### src/rtl/hazard_stall_unit.sv
// rtl/hazard_stall_unit.sv - ID-stage hazard detection with stall/flush selects and stall counter
module hazard_stall_unit #(
    parameter int LOAD_BR_STALL = 2,
    parameter int CNT_W         = 16
) (
    input  logic             Clk,
    input  logic             Reset,
    input  logic [4:0]       ID_Rs,
    input  logic [4:0]       ID_Rt,
    input  logic             ID_UsesRt,
    input  logic             ID_IsBranch,
    input  logic             ID_BranchTaken,
    input  logic             EX_MemRead,
    input  logic             EX_RegWrite,
    input  logic [4:0]       EX_WriteReg,
    input  logic             MEM_MemRead,
    input  logic [4:0]       MEM_WriteReg,
    output logic             PCWrite,
    output logic             IFIDWrite,
    output logic             CtrlBubbleSel,
    output logic             IFFlush,
    output logic [CNT_W-1:0] StallCount
);

    typedef enum logic {
        RUN   = 1'b0,
        STALL = 1'b1
    } state_t;

    localparam logic [2:0] BR_NEED = 3'(LOAD_BR_STALL);

    state_t     state;
    state_t     state_next;
    logic [2:0] cnt;
    logic [2:0] cnt_next;
    logic       ex_match;
    logic       mem_match;
    logic       lu;
    logic       balu;
    logic       bmem;
    logic [2:0] need;

    // A destination register conflicts with the ID instruction only if it is a real source; $0 never does
    assign ex_match  = (EX_WriteReg != 5'd0) &&
                       ((EX_WriteReg == ID_Rs) || (ID_UsesRt && (EX_WriteReg == ID_Rt)));
    assign mem_match = (MEM_WriteReg != 5'd0) &&
                       ((MEM_WriteReg == ID_Rs) || (ID_UsesRt && (MEM_WriteReg == ID_Rt)));

    assign lu   = EX_MemRead & ex_match;
    assign balu = ID_IsBranch & EX_RegWrite & ~EX_MemRead & ex_match;
    assign bmem = ID_IsBranch & MEM_MemRead & mem_match;

    // Required stall length is the largest demand among the active hazard terms
    always_comb begin
        need = 3'd0;
        if (balu || bmem) begin
            need = 3'd1;
        end
        if (lu) begin
            need = ID_IsBranch ? BR_NEED : 3'd1;
        end
    end

    // State and down-counter registers; reset drops any stall in progress
    always_ff @(posedge Clk or posedge Reset) begin
        if (Reset) begin
            state <= RUN;
            cnt   <= 3'd0;
        end else begin
            state <= state_next;
            cnt   <= cnt_next;
        end
    end

    // Next state and Mealy outputs; stall wins over a taken-branch flush
    always_comb begin
        state_next    = state;
        cnt_next      = cnt;
        PCWrite       = 1'b1;
        IFIDWrite     = 1'b1;
        CtrlBubbleSel = 1'b0;
        IFFlush       = 1'b0;
        if (!Reset) begin
            case (state)
                RUN: begin
                    if (need != 3'd0) begin
                        PCWrite       = 1'b0;
                        IFIDWrite     = 1'b0;
                        CtrlBubbleSel = 1'b1;
                        if (need > 3'd1) begin
                            state_next = STALL;
                            cnt_next   = need - 3'd1;
                        end
                    end else begin
                        IFFlush = ID_BranchTaken;
                    end
                end
                STALL: begin
                    PCWrite       = 1'b0;
                    IFIDWrite     = 1'b0;
                    CtrlBubbleSel = 1'b1;
                    cnt_next      = cnt - 3'd1;
                    if (cnt == 3'd1) begin
                        state_next = RUN;
                    end
                end
                default: begin
                    state_next = RUN;
                    cnt_next   = 3'd0;
                end
            endcase
        end
    end

    // Saturating count of cycles in which a bubble was inserted
    always_ff @(posedge Clk or posedge Reset) begin
        if (Reset) begin
            StallCount <= '0;
        end else if (CtrlBubbleSel && (StallCount != {CNT_W{1'b1}})) begin
            StallCount <= StallCount + CNT_W'(1);
        end
    end

endmodule

### config.mk
export PLATFORM = sky130hd
export DESIGN_NAME = hazard_stall_unit
export DESIGN_NICKNAME = d
export VERILOG_FILES = /design/src/rtl/hazard_stall_unit.sv
export SDC_FILE = /design/constraint.sdc
export NUM_CORES = 1
export LEC_CHECK = 0
export ABC_AREA = 1
export CAP_MARGIN = 20
export CORE_MARGIN = 5
export CORE_UTILIZATION = 50
export CTS_BUF_LIST = sky130_fd_sc_hd__clkbuf_16
export DETAILED_ROUTE_END_ITERATION = 10
export MAX_ROUTING_LAYER = met4
export PLACE_DENSITY = 0.95
export SLEW_MARGIN = 10
export SYNTH_ARGS = -nofsm -noshare
export SYNTH_HDL_FRONTEND = slang
export SYNTH_SLANG_ARGS = --single-unit
### constraint.sdc
create_clock -name Clk -period 3.7 [get_ports Clk]
set_clock_uncertainty 0.2 [all_clocks]
set_input_delay 0.74 -clock Clk [delete_from_list [all_inputs] [get_ports Clk]]
set_output_delay 0.74 -clock Clk [all_outputs]
set_load 0.01 [all_outputs]
[Word-level counts from Yosys, hierarchy flattened]
Index checks and enable logic that the tools add are counted.
Cells by class
  add/subtract/negate cells: 3
  $lt $le $gt $ge: 1
  eq/ne operators: 8
  multiplexer cells: 19
  bitwise operators: 9
  reduce and logical (&&, ||, !) cells: 12
Operators with widths (number)
  5-bit equality test: 4
  16-bit by 1-bit adder with 16-bit output (second input constant): 1
  16-bit != test (second input constant): 1
  1-bit two-way mux: 11
  5-bit nonzero test: 2
  3-bit two-way mux: 3
  1-bit AND: 6
  1-bit one-hot mux with 2 select lines: 3
  3-bit one-hot mux with 2 select lines: 1
  3-bit by 1-bit subtractor with 3-bit output (second input constant): 2
  1-bit logical AND: 5
  2-bit != test (second input constant): 2
  3-bit by 1-bit equality test with 1-bit output (second input constant): 1
  3-bit by 1-bit > comparator with 1-bit output (second input constant): 1
  1-bit logical OR: 3
  1-bit inverter: 3
  3-bit AND reduction: 1
  3-bit nonzero test: 1
  2-bit two-way mux: 1
Word-level totals
  register bits: 20
  word-level logic and storage cells: 55

[Longest topological paths before layout]
Gate-level depths: netlist (run 1).
  depth in word-level cells: 13
  gate-level depth with buffers: 16

[Worst setup path after synthesis (run 1)]
Ideal clock, no wire load.
  path kind: input -> output
  start: in ID_Rt[1]
  end: out PCWrite
  arrival time: 2.108 ns
  required time: 2.760 ns
  slack: 0.652 ns
  stages: 12
  buffers on the path: 1
  cells stage by stage: inv_1 nand2_1 nand2_1 nor2_1 nand3_1 nand2_1 nand3_1 o21ai_0 ha_1 a21oi_4 inv_1 buf_4
Between the ends
  word-level cells in the longest chain between the ends: 12
Ends and longest elaborated chain
  start, declared: line 9  | input logic [4:0] ID_Rt,
  5-bit equality test, on equally long branches: line 45, 47
  1-bit logical AND, on equally long branches: line 45, 47
  1-bit logical OR, on equally long branches: line 45, 47
  1-bit logical AND, on equally long branches: line 44, 46
  1-bit AND, on equally long branches: line 50, 51
  1-bit logical OR: line 56  | if (balu || bmem) begin
  1-bit two-way mux: line 56
  3-bit two-way mux *: line 59  | if (lu) begin
  3-bit nonzero test *: line 86  | if (need != 3'd0) begin
  1-bit two-way mux *
  1-bit one-hot mux with 2 select lines *
  1-bit two-way mux *
  end, declared: line 18  | output logic PCWrite,
Mark *: on every way between the ends. The rest lies on a longest branch, timed or not.

[Worst setup path after layout (run 1)]
  start: in ID_Rt[4]
  end: out IFIDWrite
Between the ends
  word-level cells in the longest chain between the ends: 12
Ends and longest elaborated chain
  5-bit equality test, on equally long branches: line 45, 47
  1-bit logical AND, on equally long branches: line 45, 47
  1-bit logical OR, on equally long branches: line 45, 47
  1-bit logical AND, on equally long branches: line 44, 46
  1-bit AND, on equally long branches: line 50, 51
  1-bit logical OR: line 56
  1-bit two-way mux: line 56
  3-bit two-way mux *: line 59
  3-bit nonzero test *: line 86
  1-bit two-way mux *: line 86
  1-bit one-hot mux with 2 select lines *: line 84  | case (state)
  1-bit two-way mux *: line 83  | if (!Reset) begin
  end, declared: line 19  | output logic IFIDWrite,
Marked as above.

==> results of run 1 <==
power by group through the flow:
stage               clock, W  sequential (W)  combinational [W]
floorplan                  0        0.000349           0.000231
global placement           0        0.000339           0.000407
detailed placement         0        0.000344           0.000421
CTS                 0.000213        0.000340           0.000418
global route        0.000228        0.000351           0.000466
finish              0.000212        0.000341           0.000421
placed cells by master, fill, tap and decap left out, types with 2 or more instances in the layout:
cell type | netlist | layout
dfrtp_1 | 20 | 20
xor2_1 | 6 | 6
nand2_1 | 71 | 71
nor2_1 | 20 | 20
xnor2_1 | 11 | 11
clkdlybuf4s50_1 | 0 | 33
a21oi_1 | 6 | 6
nand4_1 | 6 | 6
ha_1 | 5 | 4
buf_4 | 1 | 9
o21ai_0 | 12 | 11
dlygate4sd2_1 | 0 | 6
inv_1 | 31 | 31
nor3_1 | 7 | 7
dlymetal6s2s_1 | 0 | 8
o22ai_1 | 2 | 2
clkbuf_16 | 0 | 3
nand3_1 | 11 | 11
registers in the layout, summed over array words and instances (netlist names):
| signal | count |
|---|---|
| cnt | 3 |
| StallCount | 16 |
| state | 1 |
worst paths after layout:
kind	start	endpoint	slack, ns	cells past startpoint
setup / recovery	ID_Rt[4]	IFIDWrite	0.11	14
hold / removal	cnt[1]	cnt[1]	0.28	2
setup reg to reg	StallCount[0]	StallCount[11]	1.80	10
hold reg to reg	cnt[1]	cnt[1]	0.28	2
max in group asynchronous	Reset	StallCount[6]	2.32	3
min in group asynchronous	Reset	state	0.78	3
worst min-delay path: cells and delay by family (launching register included):
kind / cells / cell delay [ns]
DFF: 1 / 0.33
and+or+nand+nor: 2 / 0.11
layer usage:
| metal | track usage | wire, um | up-vias | part of all wire |
|---|---|---|---|---|
| met3 | 0.02906 | 160 | 10 | 0.042 |
| met5 | - | 0 | - | 0 |
| met2 | 0.3527 | 2001 | 51 | 0.52 |
| met4 | 0.06218 | 80 | 0 | 0.021 |
| li1 | - | - | 811 | - |
| met1 | 0.2004 | 1589 | 722 | 0.41 |
cell families after synthesis:
group | Yosys count
muxes | 1
buffers and inverters | 34
DFF | 20
adders and majority gates | 5
AOI/OAI and AO/OA | 22
and+or+nand+nor | 121
xor gates and xnor gates | 18
cell type report:
| cell class | instances | share of cell area |
|---|---|---|
| multi-input cells | 167 | 0.4098 |
| repair buffers | 56 | 0.2519 |
| flip-flops and latches | 20 | 0.2290 |
| inverters | 32 | 0.05610 |
| clock buffers | 3 | 0.03434 |
| well taps | 33 | 0.01889 |
timing repair:
item,in CTS,in global routing
resized for setup,9,8
hold endpoints to repair,0,0
pin swaps,1,3
endpoints found under the setup margin,4,4
setup buffers,0,1
hold buffers,0,0
per-stage QoR:
| stage | total power, W | setup slack (ns) | util |
|---|---|---|---|
| after global routing | 0.001045 | -0.06530 | 0.7279 |
| after global placement | 0.0007460 | -0.1737 | 0.6942 |
| after floorplan | 0.0005805 | 0.6521 | - |
| after CTS | 0.0009708 | 0.08922 | 0.7188 |
| after detailed placement | 0.0007644 | -0.2393 | 0.6942 |
| final | 0.0009741 | 0.1112 | 0.7279 |
==> run metrics, run 1 <==
clk root buf=clkbuf_16; Fmax achieved=0.2786 GHz; vias=1594; Max Fanout on Critical Path=3; Final TNS setup=0 ns; largest family of logic cells by synthesized area=simple AND/OR/NAND/NOR gates; initial antenna violation count=0; simple-gate share of the synthesized area=0.3431; core area=3003 um^2; num ports=48; Final Max Tran Viols=0; leak pwr=1.110 nW; initial DRC count=149; fin crit period=3.589 ns; Net Sw Frac=0.3653; post-route clock period utilization=0.9700; Design Area, Final=2186 um^2; Non-Filler Instances=311; mux share of post-synthesis cell area=0.006536; critical path class=input pin to output port; Avg Cell Area, Syn=6.930 um^2; Worst-Skew Late Latency=0.25 ns; maximum VDD drop=192.0 uV; H-tree Lvls=1; Crit-path slowest cell=clkdlybuf4s50_1; nets@finish=313; Worst Path Arrival=2.65 ns; DR WL/cell=12.32 um; slew margin rel.=0.8014; dpl cell area=2085 um^2; Die Ht=65.35 um; Synth Area in Compound Gates=0.08252; outcome=finished, final reports clean; Synth Area in Adders=0.04085; Fin. Hold Viols=0; Area growth syn-to-layout=42.73%; mapped cell area=1531 um^2; Post-synth top flop=dfrtp_1; Most Frequent Cell on Critical Path=nand2_1; HP Class=register to register; row cnt=20; # placed instances=307; Die Span X=65.35 um; gr ovfl total=0; combinational power share=0.433; CTS sink cnt=20; fraction of layout cells with a size suffix above 1=0.07914; sequential area share after synthesis=0.3268; ys async rst share=1.000; Commonest cells post-synth=71 x nand2_1, 31 x inv_1, 20 x dfrtp_1, 20 x nor2_1, 12 x o21ai_0; Worst setup EP type=output port; switching power=0.0003558 W; Final ANT Viol Nets=0; area of the multi-input gates=895.9 um^2; worst-margin pin slew=0.2956 ns; Post-Synth XOR/XNOR Area=0.1078; CP startpoint kind=input pin; number of enable flip-flop cells after synthesis=0; slowest stage delay, CP=0.47 ns; CTS tree=yes; Int Pwr=0.0006183 W; Worst-path clk slew=0.05 ns; HPWL Detailed=3003 um; GR Util All Layers=0.1881; largest cells by area after synthesis=dfrtp_1 33%, nand2_1 17%, inv_1 7.6%, xnor2_1 6.3%, nor2_1 4.9%; crit path buf inv count=4; CTS buffer count=3; top-area cell type share of the netlist area=0.3268; Pwr Density=445.6 nW/um^2; post-synth net total=254; drt pass-1 iters=4; vias in the first global route=1516; synthesized flop and latch total=20; crit path cell chain=clkdlybuf4s50_1 -> inv_1 -> nand2_1 -> nand2_1 -> nor2_1 -> nand3_1 -> nand2_1 -> nand2_1 -> nor2_1 -> o21ai_2 -> ha_2 -> a21oi_4 -> inv_1 -> dlygate4sd2_1; Worst Path Required=2.76 ns; final wirelength=3832 um; sequential cell area=500.5 um^2; delay-heaviest family, CP=buffers and inverters; drt drc=0; most numerous cell in the Yosys netlist=nand2_1; first-pass GRT wire length=6182 um; fill count=219; Sequential Power Share=0.350; die footprint=4270 um^2; gpl congestion=0.8815; WHS=0.2755 ns; largest area contributor in the netlist=dfrtp_1; library cells used by synthesis=26; clock power share=0.217; vias per inst=5.125; Max Cap Viol=0; largest net degree at the start of global routing=22; # setup viols final=0; Buffers on Ports=47; diodes inserted=0; starting density of the core=0.5100; Post-Synthesis Cells=221; Max clock buf depth=2; Synthesis Warnings=0
Note: power is estimated with default switching activity, not from simulation.
==> run 2, diff against run 1 <==
--- a/config.mk
+++ b/config.mk
@@ -7,12 +7,13 @@
 export LEC_CHECK = 0
 export ABC_AREA = 1
 export CAP_MARGIN = 20
+export CORE_ASPECT_RATIO = 0.7
 export CORE_MARGIN = 5
-export CORE_UTILIZATION = 50
+export CORE_UTILIZATION = 47
 export CTS_BUF_LIST = sky130_fd_sc_hd__clkbuf_16
 export DETAILED_ROUTE_END_ITERATION = 10
 export MAX_ROUTING_LAYER = met4
-export PLACE_DENSITY = 0.95
+export PLACE_DENSITY = 0.92
 export SLEW_MARGIN = 10
 export SYNTH_ARGS = -nofsm -noshare
 export SYNTH_HDL_FRONTEND = slang
==> constraint.sdc (replaced) <==
create_clock -name Clk -period 4 [get_ports Clk]
set_clock_uncertainty 0.2 [all_clocks]
set_input_delay 0.8 -clock Clk [delete_from_list [all_inputs] [get_ports Clk]]
set_output_delay 0.8 -clock Clk [all_outputs]
set_load 0.01 [all_outputs]
==> run metrics, run 2 (synthesized netlist as in run 1, its figures left out) <==
Max clock buf depth=2; nets@finish=311; critical path class=input pin to output port; Die Span X=78.23 um; leak pwr=1.040 nW; crit path cell chain=clkdlybuf4s50_1 -> inv_1 -> nand2_1 -> nand2_1 -> nor2_1 -> nand3_1 -> nand2_1 -> nand2_1 -> nor2_1 -> o21ai_1 -> ha_2 -> a21oi_4 -> inv_1 -> dlygate4sd2_1; Max Cap Viol=0; drt pass-1 iters=5; # setup viols final=0; row cnt=17; Most Frequent Cell on Critical Path=nand2_1; H-tree Lvls=1; CP startpoint kind=input pin; Buffers on Ports=47; die footprint=4518 um^2; vias per inst=5.143; final wirelength=4319 um; CTS tree=yes; dpl cell area=2076 um^2; diodes inserted=0; Area growth syn-to-layout=42.97%; max FFs per register=16; Max Fanout on Critical Path=3; starting density of the core=0.4865; DR WL/cell=13.71 um; fin crit period=3.814 ns; commonest cells after routing, fill and taps aside=71 x nand2_1, 43 x clkdlybuf4s50_1, 31 x inv_1, 20 x dfrtp_1, 20 x nor2_1; HP Class=register to register; HPWL Detailed=3325 um; Non-Filler Instances=315; Worst setup EP type=output port; commonest non-fill, non-tap cell in the layout=nand2_1; Final ANT Viol Nets=0; initial DRC count=161; first-pass GRT wire length=7100 um; num ports=48; unrepaired setup endpoints after global routing=no; Design Area, Final=2190 um^2; Fin. Hold Viols=0; Fmax achieved=0.2622 GHz; CTS buffer count=3; slowest stage delay, CP=0.51 ns; largest net degree at the start of global routing=22; drt drc=0; outcome=finished, final reports clean; Worst Path Arrival=2.81 ns; CTS sink cnt=20; top flop regs=StallCount: 16 flops, cnt: 3 flops, state: 1 flops; maximum VDD drop=504.1 uV; Worst-path clk slew=0.05 ns; vias=1620; Worst-Skew Late Latency=0.25 ns; gr ovfl total=0; slew margin rel.=0.8177; post-route clock period utilization=0.9535; worst-margin pin slew=0.2710 ns; Final Max Tran Viols=0; Die Ht=57.76 um; fraction of layout cells with a size suffix above 1=0.07220; Largest Register=StallCount; clk root buf=clkbuf_16; GR Util All Layers=0.2063; vias in the first global route=1507; Crit-path slowest cell=clkdlybuf4s50_1; core area=3148 um^2; # placed instances=310; gpl congestion=0.9334; Worst Path Required=3.00 ns; Pwr Total=0.0009910 W; initial antenna violation count=0; Pwr Density=452.6 nW/um^2
[run 2: cell type report]
| cell class | instances | area [um^2] |
|---|---|---|
| sequential | 20 | 500.5 |
| timing repair buffer | 54 | 521.8 |
| multi-input combinational | 167 | 892.1 |
| clock inverter | 1 | 30.03 |
| tap | 38 | 47.55 |
| fill | 255 | 958.4 |
| clock buffer | 3 | 75.07 |
| inverter | 32 | 122.6 |
[run 2: worst paths after layout]
| kind | slack [ns] | startpoint | cells past startpoint | end |
|---|---|---|---|---|
| hold reg to reg | 0.28 | cnt[1] | 2 | cnt[1] |
| hold / removal | 0.28 | cnt[1] | 2 | cnt[1] |
| max in group asynchronous | 2.53 | Reset | 3 | StallCount[13] |
| min in group asynchronous | 0.86 | Reset | 3 | cnt[0] |
| setup / recovery | 0.19 | EX_WriteReg[1] | 14 | IFIDWrite |
| setup reg to reg | 1.99 | StallCount[0] | 10 | StallCount[9] |
[run 2: worst max-delay path, delay by kind of cell]
family                     cells  cell delay, ns
AOI/OAI and AO/OA              2            0.25
adders and majority gates      1            0.22
buffers and inverters          4            0.97
and+or+nand+nor                7            0.57
[run 2: metrics by stage]
step,worst slack (ns),utilization,hold WS [ns],TNS [ns]
6_report,0.1862,0.6955,0.2754,0
5_1_grt,0.05508,0.6955,0.2970,0
4_1_cts,0.0006559,0.6948,0.2786,0
3_5_place_dp,-0.1281,0.6594,0.2666,-0.4384
3_3_place_gp,-0.003403,0.6594,0.2575,-0.004043
2_1_floorplan,0.8321,-,0.2419,0
[run 2: where the power goes]
part / internal, W / leakage, nW / switching, W
clock network: 0.000199 / 0.0511 / 0.0000747
registers: 0.000257 / 0.259 / 0.0000608
logic: 0.000181 / 0.731 / 0.000219
[run 2: timing repair]
item | 4_1_cts | 5_1_grt
gates cloned | 0 | 0
setup endpoints to repair | 4 | 1
buffers inserted | 1 | 0
hold buffers | 0 | 0
pin swaps | 1 | 0
gates resized for setup | 5 | 1
[run 2: routing by layer]
layer,up-vias,wire length [um],global-route usage,share of wire
li1,809,-,-,-
met1,750,2021,0.2694,0.47
met2,55,1952,0.3305,0.45
met3,6,312,0.05124,0.072
met4,0,33,0.03741,0.0076
met5,-,0,-,0
==> run 3, diff against run 2 <==
--- a/config.mk
+++ b/config.mk
@@ -9,11 +9,11 @@
 export CAP_MARGIN = 20
 export CORE_ASPECT_RATIO = 0.7
 export CORE_MARGIN = 5
-export CORE_UTILIZATION = 47
+export CORE_UTILIZATION = 35
 export CTS_BUF_LIST = sky130_fd_sc_hd__clkbuf_16
 export DETAILED_ROUTE_END_ITERATION = 10
 export MAX_ROUTING_LAYER = met4
-export PLACE_DENSITY = 0.92
+export PLACE_DENSITY = 0.74
 export SLEW_MARGIN = 10
 export SYNTH_ARGS = -nofsm -noshare
 export SYNTH_HDL_FRONTEND = slang
==> run metrics, run 3 (synthesized netlist as in run 1, its figures left out) <==
drt drc=0; gr ovfl total=0; clk root buf=clkbuf_16; Worst Path Required=3.00 ns; Die Ht=65.35 um; HPWL Detailed=3465 um; critical path class=input pin to output port; RR Endpoint=StallCount[11]; reg2reg setup slack=2.02 ns; commonest non-fill, non-tap cell in the layout=nand2_1; H-tree Lvls=1; maximum VDD drop=235.1 uV; Worst-Skew Late Latency=0.26 ns; Max Cap Viol=0; worst reg2reg startpoint=StallCount[0]; post-CTS setup buffer count=0; Pwr Total=0.0009821 W; Max clock buf depth=2; fin crit period=3.806 ns; CP startpoint kind=input pin; commonest cells after routing, fill and taps aside=71 x nand2_1, 41 x clkdlybuf4s50_1, 31 x inv_1, 20 x dfrtp_1, 20 x nor2_1; Worst Path Arrival=2.81 ns; slew margin rel.=0.8121; Final Max Tran Viols=0; num ports=48; unrepaired setup endpoints after global routing=no; initial antenna violation count=0; vias=1559; Die Span X=89.06 um; diodes inserted=0; Max Fanout on Critical Path=4; R2R cell count=10; starting density of the core=0.3579; CTS sink cnt=20; Final TNS setup=0 ns; Pwr Density=440.9 nW/um^2; outcome=finished, final reports clean; WHS=0.2675 ns; core area=4279 um^2; top flop regs=StallCount: 16 flops, cnt: 3 flops, state: 1 flops; Fmax achieved=0.2627 GHz; die footprint=5820 um^2; row cnt=20; vias per inst=4.668; fraction of layout cells with a size suffix above 1=0.07885; worst-margin pin slew=0.2818 ns; largest net degree at the start of global routing=22; nets@finish=313; initial DRC count=110; Worst-path clk slew=0.06 ns; first-pass GRT wire length=6844 um; drt pass-1 iters=4; Worst setup EP type=output port; DR WL/cell=12.55 um; post-route clock period utilization=0.9516; Area growth syn-to-layout=45.43%; Worst Setup SP=EX_WriteReg[0]; Buffers on Ports=47; CP Capture Point=IFIDWrite; leak pwr=1.069 nW; Final ANT Viol Nets=0; vias in the first global route=1432; CTS buffer count=3; max FFs per register=16; HP Class=register to register; Largest Register=StallCount; fin util=0.5205; gpl congestion=0.9265; CTS tree=yes; GR Util All Layers=0.1547; final wirelength=4192 um; # setup viols final=0; Fin. Hold Viols=0
run 3: changes by cell type in the layout (fill, tap and decap cells not counted):
cell / change
dlygate4sd2_1: +1
buf_4: +2
clkdlybuf4s50_1: -2
dlymetal6s2s_1: +1
run 3: metrics by stage:
stage	cells	cell area, um^2	setup WS, ns
detailed placement	330	2120	-0.07746
global route	334	2227	0.01031
CTS	334	2222	0.01052
floorplan	221	1531	0.8321
global placement	330	2120	-0.07582
finish	334	2227	0.1936
run 3: worst min-delay path by stage:
stage	from	to	slack (ns)	depth (start not counted)
3_5_place_dp	cnt[1]	cnt[1]	0.26	2
3_3_place_gp	cnt[1]	cnt[1]	0.26	2
2_1_floorplan	cnt[1]	cnt[1]	0.24	2
5_1_grt	cnt[1]	cnt[1]	0.30	2
6_report	cnt[1]	cnt[1]	0.27	2
4_1_cts	cnt[1]	cnt[1]	0.27	2
run 3: layout make-up:
cell class / instances / area (um^2)
flip-flops and latches: 20 / 500.5
inverters: 32 / 122.6
repair buffers: 56 / 538.0
well taps: 55 / 68.82
multi-input cells: 167 / 892.1
clock inverters: 1 / 30.03
fillers: 407 / 2052
clock buffers: 3 / 75.07
run 3: worst max-delay path, stage by stage:
cell and delay [ns]:
clkdlybuf4s50_1 0.52, inv_1 0.07, nand2_1 0.06, nand2_1 0.05, nor2_1 0.14, nand3_1 0.09
nand2_1 0.08, nand2_1 0.05, nor2_1 0.08, o21ai_1 0.10, ha_2 0.22, a21oi_4 0.16
inv_1 0.09, dlygate4sd2_1 0.29
run 3: repair_timing:
action,in CTS,in global routing
setup endpoints to repair,4,1
hold buffers,0,0
gates cloned,0,0
pin swaps,0,1
resized for setup,6,2
run 3: power breakdown:
group / switching, W / internal (W)
logic: 0.000207 / 0.000181
registers: 0.0000604 / 0.000257
clock network: 0.0000784 / 0.000199
run 3: metal layers:
metal  GRT usage  share of wire
met1      0.2220           0.49
met2      0.2222           0.43
met3     0.03885          0.070
met4     0.02788         0.0064
met5           -              0
